==> config.mk <==
export PLATFORM = sky130hd
export DESIGN_NAME = alu_frame_crc_engine
export DESIGN_NICKNAME = d
export VERILOG_FILES = /design/src/rtl/alu_frame_crc_engine.sv
export SDC_FILE = /design/constraint.sdc
export NUM_CORES = 1
export LEC_CHECK = 0
export BUFFER_PORTS_ARGS = -buffer_cell sky130_fd_sc_hd__buf_4
export CAP_MARGIN = 25
export CORE_ASPECT_RATIO = 0.9
export CORE_MARGIN = 2
export CORE_UTILIZATION = 45
export DETAILED_ROUTE_END_ITERATION = 12
export PLACE_DENSITY = 0.74
export SLEW_MARGIN = 25
export SYNTH_ARGS = -nofsm -noshare
export SYNTH_HDL_FRONTEND = slang
export SYNTH_SLANG_ARGS = --single-unit
==> constraint.sdc <==
create_clock -name clk -period 6.7 [get_ports clk]
set_clock_uncertainty 0.1 [all_clocks]
set_input_delay 0.335 -clock clk [delete_from_list [all_inputs] [get_ports clk]]
set_output_delay 0.335 -clock clk [all_outputs]
set_load 0.01 [all_outputs]
==> src/rtl/alu_frame_crc_engine.sv <==
// Frame CRC generator/checker: folds NUM_WORDS data words plus a tail through
// a parametrised LFSR CRC and returns the CRC or a check-mode mismatch flag.
module alu_frame_crc_engine #(
  parameter int               DATA_W    = 32,
  parameter int               NUM_WORDS = 2,
  parameter int               TAIL_W    = 4,
  parameter int               CRC_W     = 4,
  parameter logic [CRC_W-1:0] POLY      = 4'h3,
  parameter logic [CRC_W-1:0] INIT      = 4'h0,
  localparam int              TW        = (TAIL_W > 0) ? TAIL_W : 1,
  localparam int              CNT_W     = (NUM_WORDS > 1) ? $clog2(NUM_WORDS) : 1
) (
  input  logic              clk,
  input  logic              rst,
  input  logic              flush,
  input  logic              in_valid,
  output logic              in_ready,
  input  logic [DATA_W-1:0] in_data,
  input  logic              in_mode,
  input  logic [TW-1:0]     in_tail,
  input  logic [CRC_W-1:0]  in_crc,
  output logic              out_valid,
  input  logic              out_ready,
  output logic [CRC_W-1:0]  out_crc,
  output logic              out_err,
  output logic              out_mode
);

  localparam logic [1:0] IDLE  = 2'd0;
  localparam logic [1:0] ACCUM = 2'd1;
  localparam logic [1:0] OUT   = 2'd2;

  logic [1:0]       state_q;
  logic [CRC_W-1:0] crc_q;
  logic [CNT_W-1:0] cnt_q;
  logic             mode_q;

  logic             accept, first, last, fmode;
  logic [CRC_W-1:0] nxt;

  function automatic logic [CRC_W-1:0] crc_step(input logic [CRC_W-1:0] c, input logic d);
    logic fb;
    fb = c[CRC_W-1] ^ d;
    return (c << 1) ^ (fb ? POLY : '0);
  endfunction

  // A result slot is free unless a pending result is not being drained this cycle.
  assign in_ready = !rst && !flush && ((state_q != OUT) || out_ready);
  assign accept   = in_valid && in_ready;

  always_comb begin
    first = (state_q != ACCUM);
    fmode = first ? in_mode : mode_q;
    last  = first ? (NUM_WORDS == 1) : (cnt_q == CNT_W'(NUM_WORDS - 1));
    nxt   = first ? INIT : crc_q;
    for (int i = DATA_W - 1; i >= 0; i--) nxt = crc_step(nxt, in_data[i]);
    if (last)
      for (int i = TAIL_W - 1; i >= 0; i--) nxt = crc_step(nxt, in_tail[i]);
  end

  always_ff @(posedge clk) begin
    if (rst || flush) begin
      state_q   <= IDLE;
      crc_q     <= INIT;
      cnt_q     <= '0;
      out_valid <= 1'b0;
      if (rst) begin
        mode_q   <= 1'b0;
        out_crc  <= INIT;
        out_err  <= 1'b0;
        out_mode <= 1'b0;
      end
    end else begin
      if (out_valid && out_ready) begin
        out_valid <= 1'b0;
        state_q   <= IDLE;
      end
      if (accept) begin
        if (last) begin
          out_crc   <= nxt;
          out_err   <= fmode && (nxt != in_crc);
          out_mode  <= fmode;
          out_valid <= 1'b1;
          state_q   <= OUT;
          crc_q     <= INIT;
          cnt_q     <= '0;
        end else begin
          crc_q   <= nxt;
          mode_q  <= fmode;
          state_q <= ACCUM;
          cnt_q   <= first ? CNT_W'(1) : cnt_q + CNT_W'(1);
        end
      end
    end
  end

endmodule

==> results of run 1 <==
==> final cells by class <==
class | instances | area, um2
clock buffer | 3 | 22.5
sequential | 15 | 370
fill | 269 | 1130
multi-input combinational | 108 | 1040
tap | 42 | 52.6
clock inverter | 1 | 5.00
timing repair buffer | 53 | 398
==> stage by stage <==
step                      utilization (%)  worst slack (ns)  hold slack [ns]
final                                62.5              3.79            0.230
after global routing                 62.5              3.56            0.230
after CTS                            62.5              3.75            0.234
after detailed placement             61.6              3.42            0.357
after global placement               61.6              3.52            0.353
after floorplan                         -              3.73            0.325
==> power groups by stage <==
stage	clock network [uW]	registers, uW	logic, uW
2_1_floorplan	0	118	277
3_3_place_gp	0	116	344
5_1_grt	58.1	116	379
3_5_place_dp	0	117	351
6_report	54.2	115	349
4_1_cts	55.1	115	352
==> sequential cells by signal, indices dropped and copies added, names as in the netlist <==
register   count
out_valid      1
out_err        1
out_crc        4
crc_q          4
mode_q         1
out_mode       1
cnt_q          1
state_q        2
==> worst max-delay path by stage <==
stage,to,slack [ns],cells after the start
floorplan,out_err,3.73,7
global placement,out_err,3.52,8
detailed placement,out_err,3.42,8
CTS,out_err,3.75,8
global route,out_err,3.56,8
finish,out_err,3.79,8
==> per-layer routing <==
metal	vias up	routed length [um]	track usage, %	share of wire (%)
li1	527	-	-	-
met1	491	1260	22.0	43
met2	35	1460	30.4	50
met3	4	143	5.33	4.9
met4	0	35	4.76	1.2
met5	-	0	0	0
==> worst max-delay path: cells and delay by family <==
kind            cells  cell delay [ns]
compound gates      1             0.37
xor+xnor            6             2.08
buf+inv             1             0.09
==> logic make-up (layout without fill, tap and decap cells) <==
| logic type | Yosys count | count (layout) | share of synthesized area, % |
|---|---|---|---|
| AND/OR/NAND/NOR | 32 | 32 | 10.8 |
| XOR/XNOR | 62 | 62 | 56.0 |
| buffers and inverters | 1 | 57 | 0.265 |
| multiplexers | 2 | 2 | 1.51 |
| AO/OA/AOI/OAI | 12 | 12 | 5.23 |
| flip-flops | 15 | 15 | 26.2 |
==> synthesized netlist by cell type, drive strengths merged <==
library cell,number
a32o,1
and2,1
o21a,1
nand3,1
xor2,16
xnor3,13
xnor2,33
and2b,1
nor2,7
nand3b,2
nand2b,3
dfxtp,8
nand2,12
mux2i,1
clkbuf,1
nor3,2
o21ai,4
edfxtp,7
nor2b,2
o41a,1
a21oi,5
mux2,1
or2,1
==> placed cells by master, fill, tap and decap left out, drive strengths merged <==
master,synthesis,routed
and2,1,1
nor3,2,2
mux2i,1,1
dfxtp,8,8
clkinv,0,1
nand2b,3,3
xnor2,33,33
and2b,1,1
o21ai,4,4
xnor3,13,13
clkbuf,1,3
nand2,12,12
or2,1,1
a21oi,5,5
nand3,1,1
o21a,1,1
edfxtp,7,7
mux2,1,1
xor2,16,16
nand3b,2,2
buf,0,53
nor2,7,7
nor2b,2,2
a32o,1,1
o41a,1,1
==> out/metrics.yaml, run 1 <==
synth:
  syn_nets: 170
  netlist_area_um2: 1410
  synth.area.top_cells: "xnor2_1 19%, edfxtp_1 15%, xnor3_1 14%"
  synth-seq-cells: 15
  synth-seq-area-share_pct: 26.2
  post_synth.cell_area_avg_um2: 11.4
  synth_top_area_share_pct: 19.2
  ys_warn_count: 0
  yosysUniqueCellTypes: 27
  netlist_instances: 124
  synthDominantAreaCellType: "xnor2_1"
global_route:
  gr-usage-all-layers_pct: 17.8
  grt_antenna_before_repair: 0
  grt.overflow.total: 0
  largest_net_degree_at_the_start_of_global_routing: 11
  grt_pass1_wl_mm: 4.85
  first_global_vias: 1087
die:
  die_x_um: 63.1
  floorplan.die_area_um2: 3600
  placementRows: 19
  die_height_um: 57.2
  initial_core_util_pct: 46.8
  core_ar_um2: 3020
  io_pins: 54
critical_path:
  worstReg2RegStart: "state_q[0]"
  startpoint: "in_data[9]"
  path_class: "in2reg"
  crit_arrival_ns: 2.87
  required_time_worst_endpoint_ns: 6.66
  critical_path_peak_fanout: 4
  timing.rr.end: "out_err"
  crit_path_start_kind: "primary input"
  path_cells: "buf_4, xnor3_2, xnor2_1, xnor3_2, xor2_4, xor2_4, xnor3_1, o41a_1"
  ff2ff_setup_slack_ns: 3.80
  critical_path.max_stage_delay_ns: 0.53
  cp_endpoint_kind: "flip-flop"
  rr_worst_depth: 8
  cpMaxStageDelayCell: "xnor3_2"
finish:
  antenna_cells_inserted: 0
  post_route_cells_drive_above_1_share_pct: 37.2
  stdcell_count: 222
  layout_area_overhead_pct: 33.6
  post-route-cell-area_um2: 1890
  finish.net_count: 227
sta:
  report.final.hold_viol_count: 0
  finalSetupViolations: 0
  maxSlewViolCount: 0
  grt_setup_unrepaired: "no"
  highest_clock_frequency_the_design_can_meet_ghz: 0.344
  finalCritPeriodShare_pct: 43.4
  fin_tns_setup_ns: 0
  post-route-min-period_ns: 2.91
  maxSlewHeadroom_pct: 66.9
  worstMarginPinSlew_ns: 0.493
pwr:
  power.ir.vdd_worst_uv: 120
  p_comb_share_pct: 67.4
  p_switching_uw: 195
  power_share_of_the_sequential_group_pct: 22.2
  total_power_uw: 518
  power_frac_clock_pct: 10.5
  p_leak_uw: 0.000864
  internal_power_uw: 323
  p_sw_share_pct: 37.6
  powerDensity_nw_per_um2: 274
cts:
  clockBufferDepth: 2
  cts.sinks: 15
  htreeDepth: 1
  worst_skew_pair.late_latency_ns: 0.30
  cts_hold_repair.buffers: 0
  worst_setup_hold_path_clk_slew_ns: 0.10
  cts_root_buffer: "clkbuf_4"
  numCtsBuffers: 3
  ctsResizeCount: 0
  clock_tree_from_tritoncts: "done"
  cts.repair_timing.setup_buffer_count: 0
hold_path:
  whs_path_depth: 2
  hp_start: "rst"
  timing.hold.worst.class: "in2reg"
  hold-path-endpoint: "mode_q"
route:
  route.detailed.drc: 0
  detail_route.iter0.violations: 35
  drt_pre_antenna_iters: 4
  antenna_violating_nets_post_route: 0
  vias: 1057
  routed_wirelength_mm: 2.90
  wl_per_cell_um: 13.1
  route.detailed.vias_per_inst: 4.76
place:
  numPortBuffers: 53
  placed_cells: 218
  gp_congestion: 0.774
  placedInstanceArea_um2: 1860
  dp.final_hpwl_mm: 2.53
run:
  max_cap_violations: 0
run_status:
  run_status: "finished clean"
No activity file was read; power rests on OpenSTA's default activity.
==> run 2, diff against run 1 <==
==> constraint.sdc (replaced) <==
create_clock -name clk -period 2.84 [get_ports clk]
set_clock_uncertainty 0.1 [all_clocks]
set_input_delay 0.142 -clock clk [delete_from_list [all_inputs] [get_ports clk]]
set_output_delay 0.142 -clock clk [all_outputs]
set_load 0.01 [all_outputs]
==> run 2 against run 1 <==
Clock-buffer cell count grew 1. Clock power grew 120%. Setup slack lost 3.6 ns. Critical path type is now reg2reg. Highest routed layer unchanged.
==> out/metrics.yaml, run 2 (synthesized netlist as in run 1, its figures left out) <==
finish:
  finish.net_count: 239  # was 227
  most_common_library_cell_in_the_layout_ignoring_fill_and_taps: "buf_4"  # unchanged
  layout_area_overhead_pct: 39.9  # was 33.6%
  regs_by_ff_count: "crc_q: 4 flops, out_crc: 4 flops, state_q: 2 flops"  # unchanged
  antenna_cells_inserted: 0  # unchanged
  mostFrequentLayoutCells: "65 x buf_4, 31 x xnor2_1, 14 x xor2_1, 12 x nand2_1, 9 x xnor3_1"  # was 53 x buf_4, 31 x xnor2_1, 14 x xor2_1, 12 x nand2_1, 9 x xnor3_1
  post-route-cell-area_um2: 1980  # was 1890 um2
  post_route_cells_drive_above_1_share_pct: 40.6  # was 37.2%
cts:
  clockBufferDepth: 2  # unchanged
  cts.sinks: 15  # unchanged
  worst_skew_pair.late_latency_ns: 0.28  # was 0.30 ns
  cts.repair_timing.setup_buffer_count: 0  # unchanged
  clock_tree_from_tritoncts: "done"  # unchanged
  htreeDepth: 1  # unchanged
  worst_setup_hold_path_clk_slew_ns: 0.09  # was 0.10 ns
  numCtsBuffers: 3  # unchanged
  ctsResizeCount: 0  # unchanged
  cts_hold_repair.buffers: 0  # unchanged
  cts_root_buffer: "clkbuf_4"  # unchanged
pwr:
  power.ir.vdd_worst_uv: 302  # was 120 uV
  powerDensity_nw_per_um2: 673  # was 274 nW/um2
  p_leak_uw: 0.000920  # was 0.000864 uW
global_route:
  grt.overflow.total: 0  # unchanged
  gr-usage-all-layers_pct: 17.3  # was 17.8%
  first_global_vias: 1198  # was 1087
  grt_antenna_before_repair: 0  # unchanged
  grt_pass1_wl_mm: 4.86  # was 4.85 mm
  largest_net_degree_at_the_start_of_global_routing: 11  # unchanged
critical_path:
  crit_arrival_ns: 2.57  # was 2.87 ns
  worstReg2RegStart: "state_q[0]"  # unchanged
  cp_endpoint_kind: "flip-flop"  # unchanged
  critical_path_peak_fanout: 5  # was 4
  crit_path_start_kind: "flip-flop"  # was primary input
  required_time_worst_endpoint_ns: 2.78  # was 6.66 ns
  startpoint: "state_q[0]"  # was in_data[9]
  path_class: "reg2reg"  # was in2reg
route:
  routed_wirelength_mm: 3.00  # was 2.90 mm
  drt_pre_antenna_iters: 4  # unchanged
  antenna_violating_nets_post_route: 0  # unchanged
  wl_per_cell_um: 12.8  # was 13.1 um
  route.detailed.drc: 0  # unchanged
  detail_route.iter0.violations: 32  # was 35
  vias: 1086  # was 1057
  route.detailed.vias_per_inst: 4.64  # was 4.76
die:
  die_height_um: 57.2  # unchanged
  placementRows: 19  # unchanged
  initial_core_util_pct: 46.8  # unchanged
  io_pins: 54  # unchanged
  core_ar_um2: 3020  # unchanged
  floorplan.die_area_um2: 3600  # unchanged
  die_x_um: 63.1  # unchanged
sta:
  post-route-min-period_ns: 2.63
  finalCritPeriodShare_pct: 92.6
  fin_tns_setup_ns: 0  # unchanged
  maxSlewHeadroom_pct: 70.0  # was 66.9%
  report.final.hold_viol_count: 0  # unchanged
  highest_clock_frequency_the_design_can_meet_ghz: 0.380
  grt_setup_unrepaired: "no"  # unchanged
  maxSlewViolCount: 0  # unchanged
  finalSetupViolations: 0  # unchanged
  worstMarginPinSlew_ns: 0.447  # was 0.493 ns
place:
  gp_congestion: 0.756  # was 0.774
  numPortBuffers: 53  # unchanged
  dp.final_hpwl_mm: 2.64  # was 2.53 mm
  placedInstanceArea_um2: 1950  # was 1860 um2
run:
  max_cap_violations: 0  # unchanged
run_status:
  run_status: "finished clean"  # unchanged
hold_path:
  hp_start: "out_ready"  # was rst
  timing.hold.worst.class: "in2reg"  # unchanged
[run 2: metal layers]
metal	routed length [um]	vias to the layer above	track usage, %
met5	0	-	0
met4	14	0	4.76
met3	106	2	4.93
met2	1660	25	32.8
met1	1220	504	18.9
li1	-	555	-
[run 2: layout make-up]
class	instances	area, um2
fillers	257	1040
well taps	42	52.6
repair buffers	65	488
multi-input cells	108	1040
clock buffers	4	26.3
flip-flops and latches	15	370
[run 2: where the power goes]
group          switching, uW  internal (uW)  leakage (uW)
Combinational            395            544      0.000767
Clock                   66.3           54.6     0.0000150
Sequential              13.4            257      0.000138
Total                    474            856      0.000920
[run 2: worst paths after layout]
path	end	slack, ns	depth (start not counted)
worst min-delay path	out_valid	0.04	3
worst min register to register	cnt_q	0.38	2
worst max register to register	out_err	0.21	8
worst max-delay path	out_err	0.21	8
[run 2: through the flow]
step                      util, %  total power (uW)  cells  worst slack (ns)  hold slack (ns)
after CTS                    65.4              1340    234             0.206           0.0358
after global placement       64.6              1200    230           -0.0206            0.331
after detailed placement     64.6              1220    230           -0.0315            0.343
final                        65.4              1330    234             0.209           0.0440
after global routing         65.4              1410    234            0.0868           0.0561
after floorplan                 -               933    124            0.0663            0.224
[run 2: critical path: stages, from the launching register on]
cell	delay, ns
dfxtp_1	0.40
nor2b_1	0.20
nand2_1	0.09
xnor2_1	0.22
xnor3_1	0.40
xnor3_1	0.35
and2b_1	0.19
xnor2_1	0.12
o41a_1	0.31
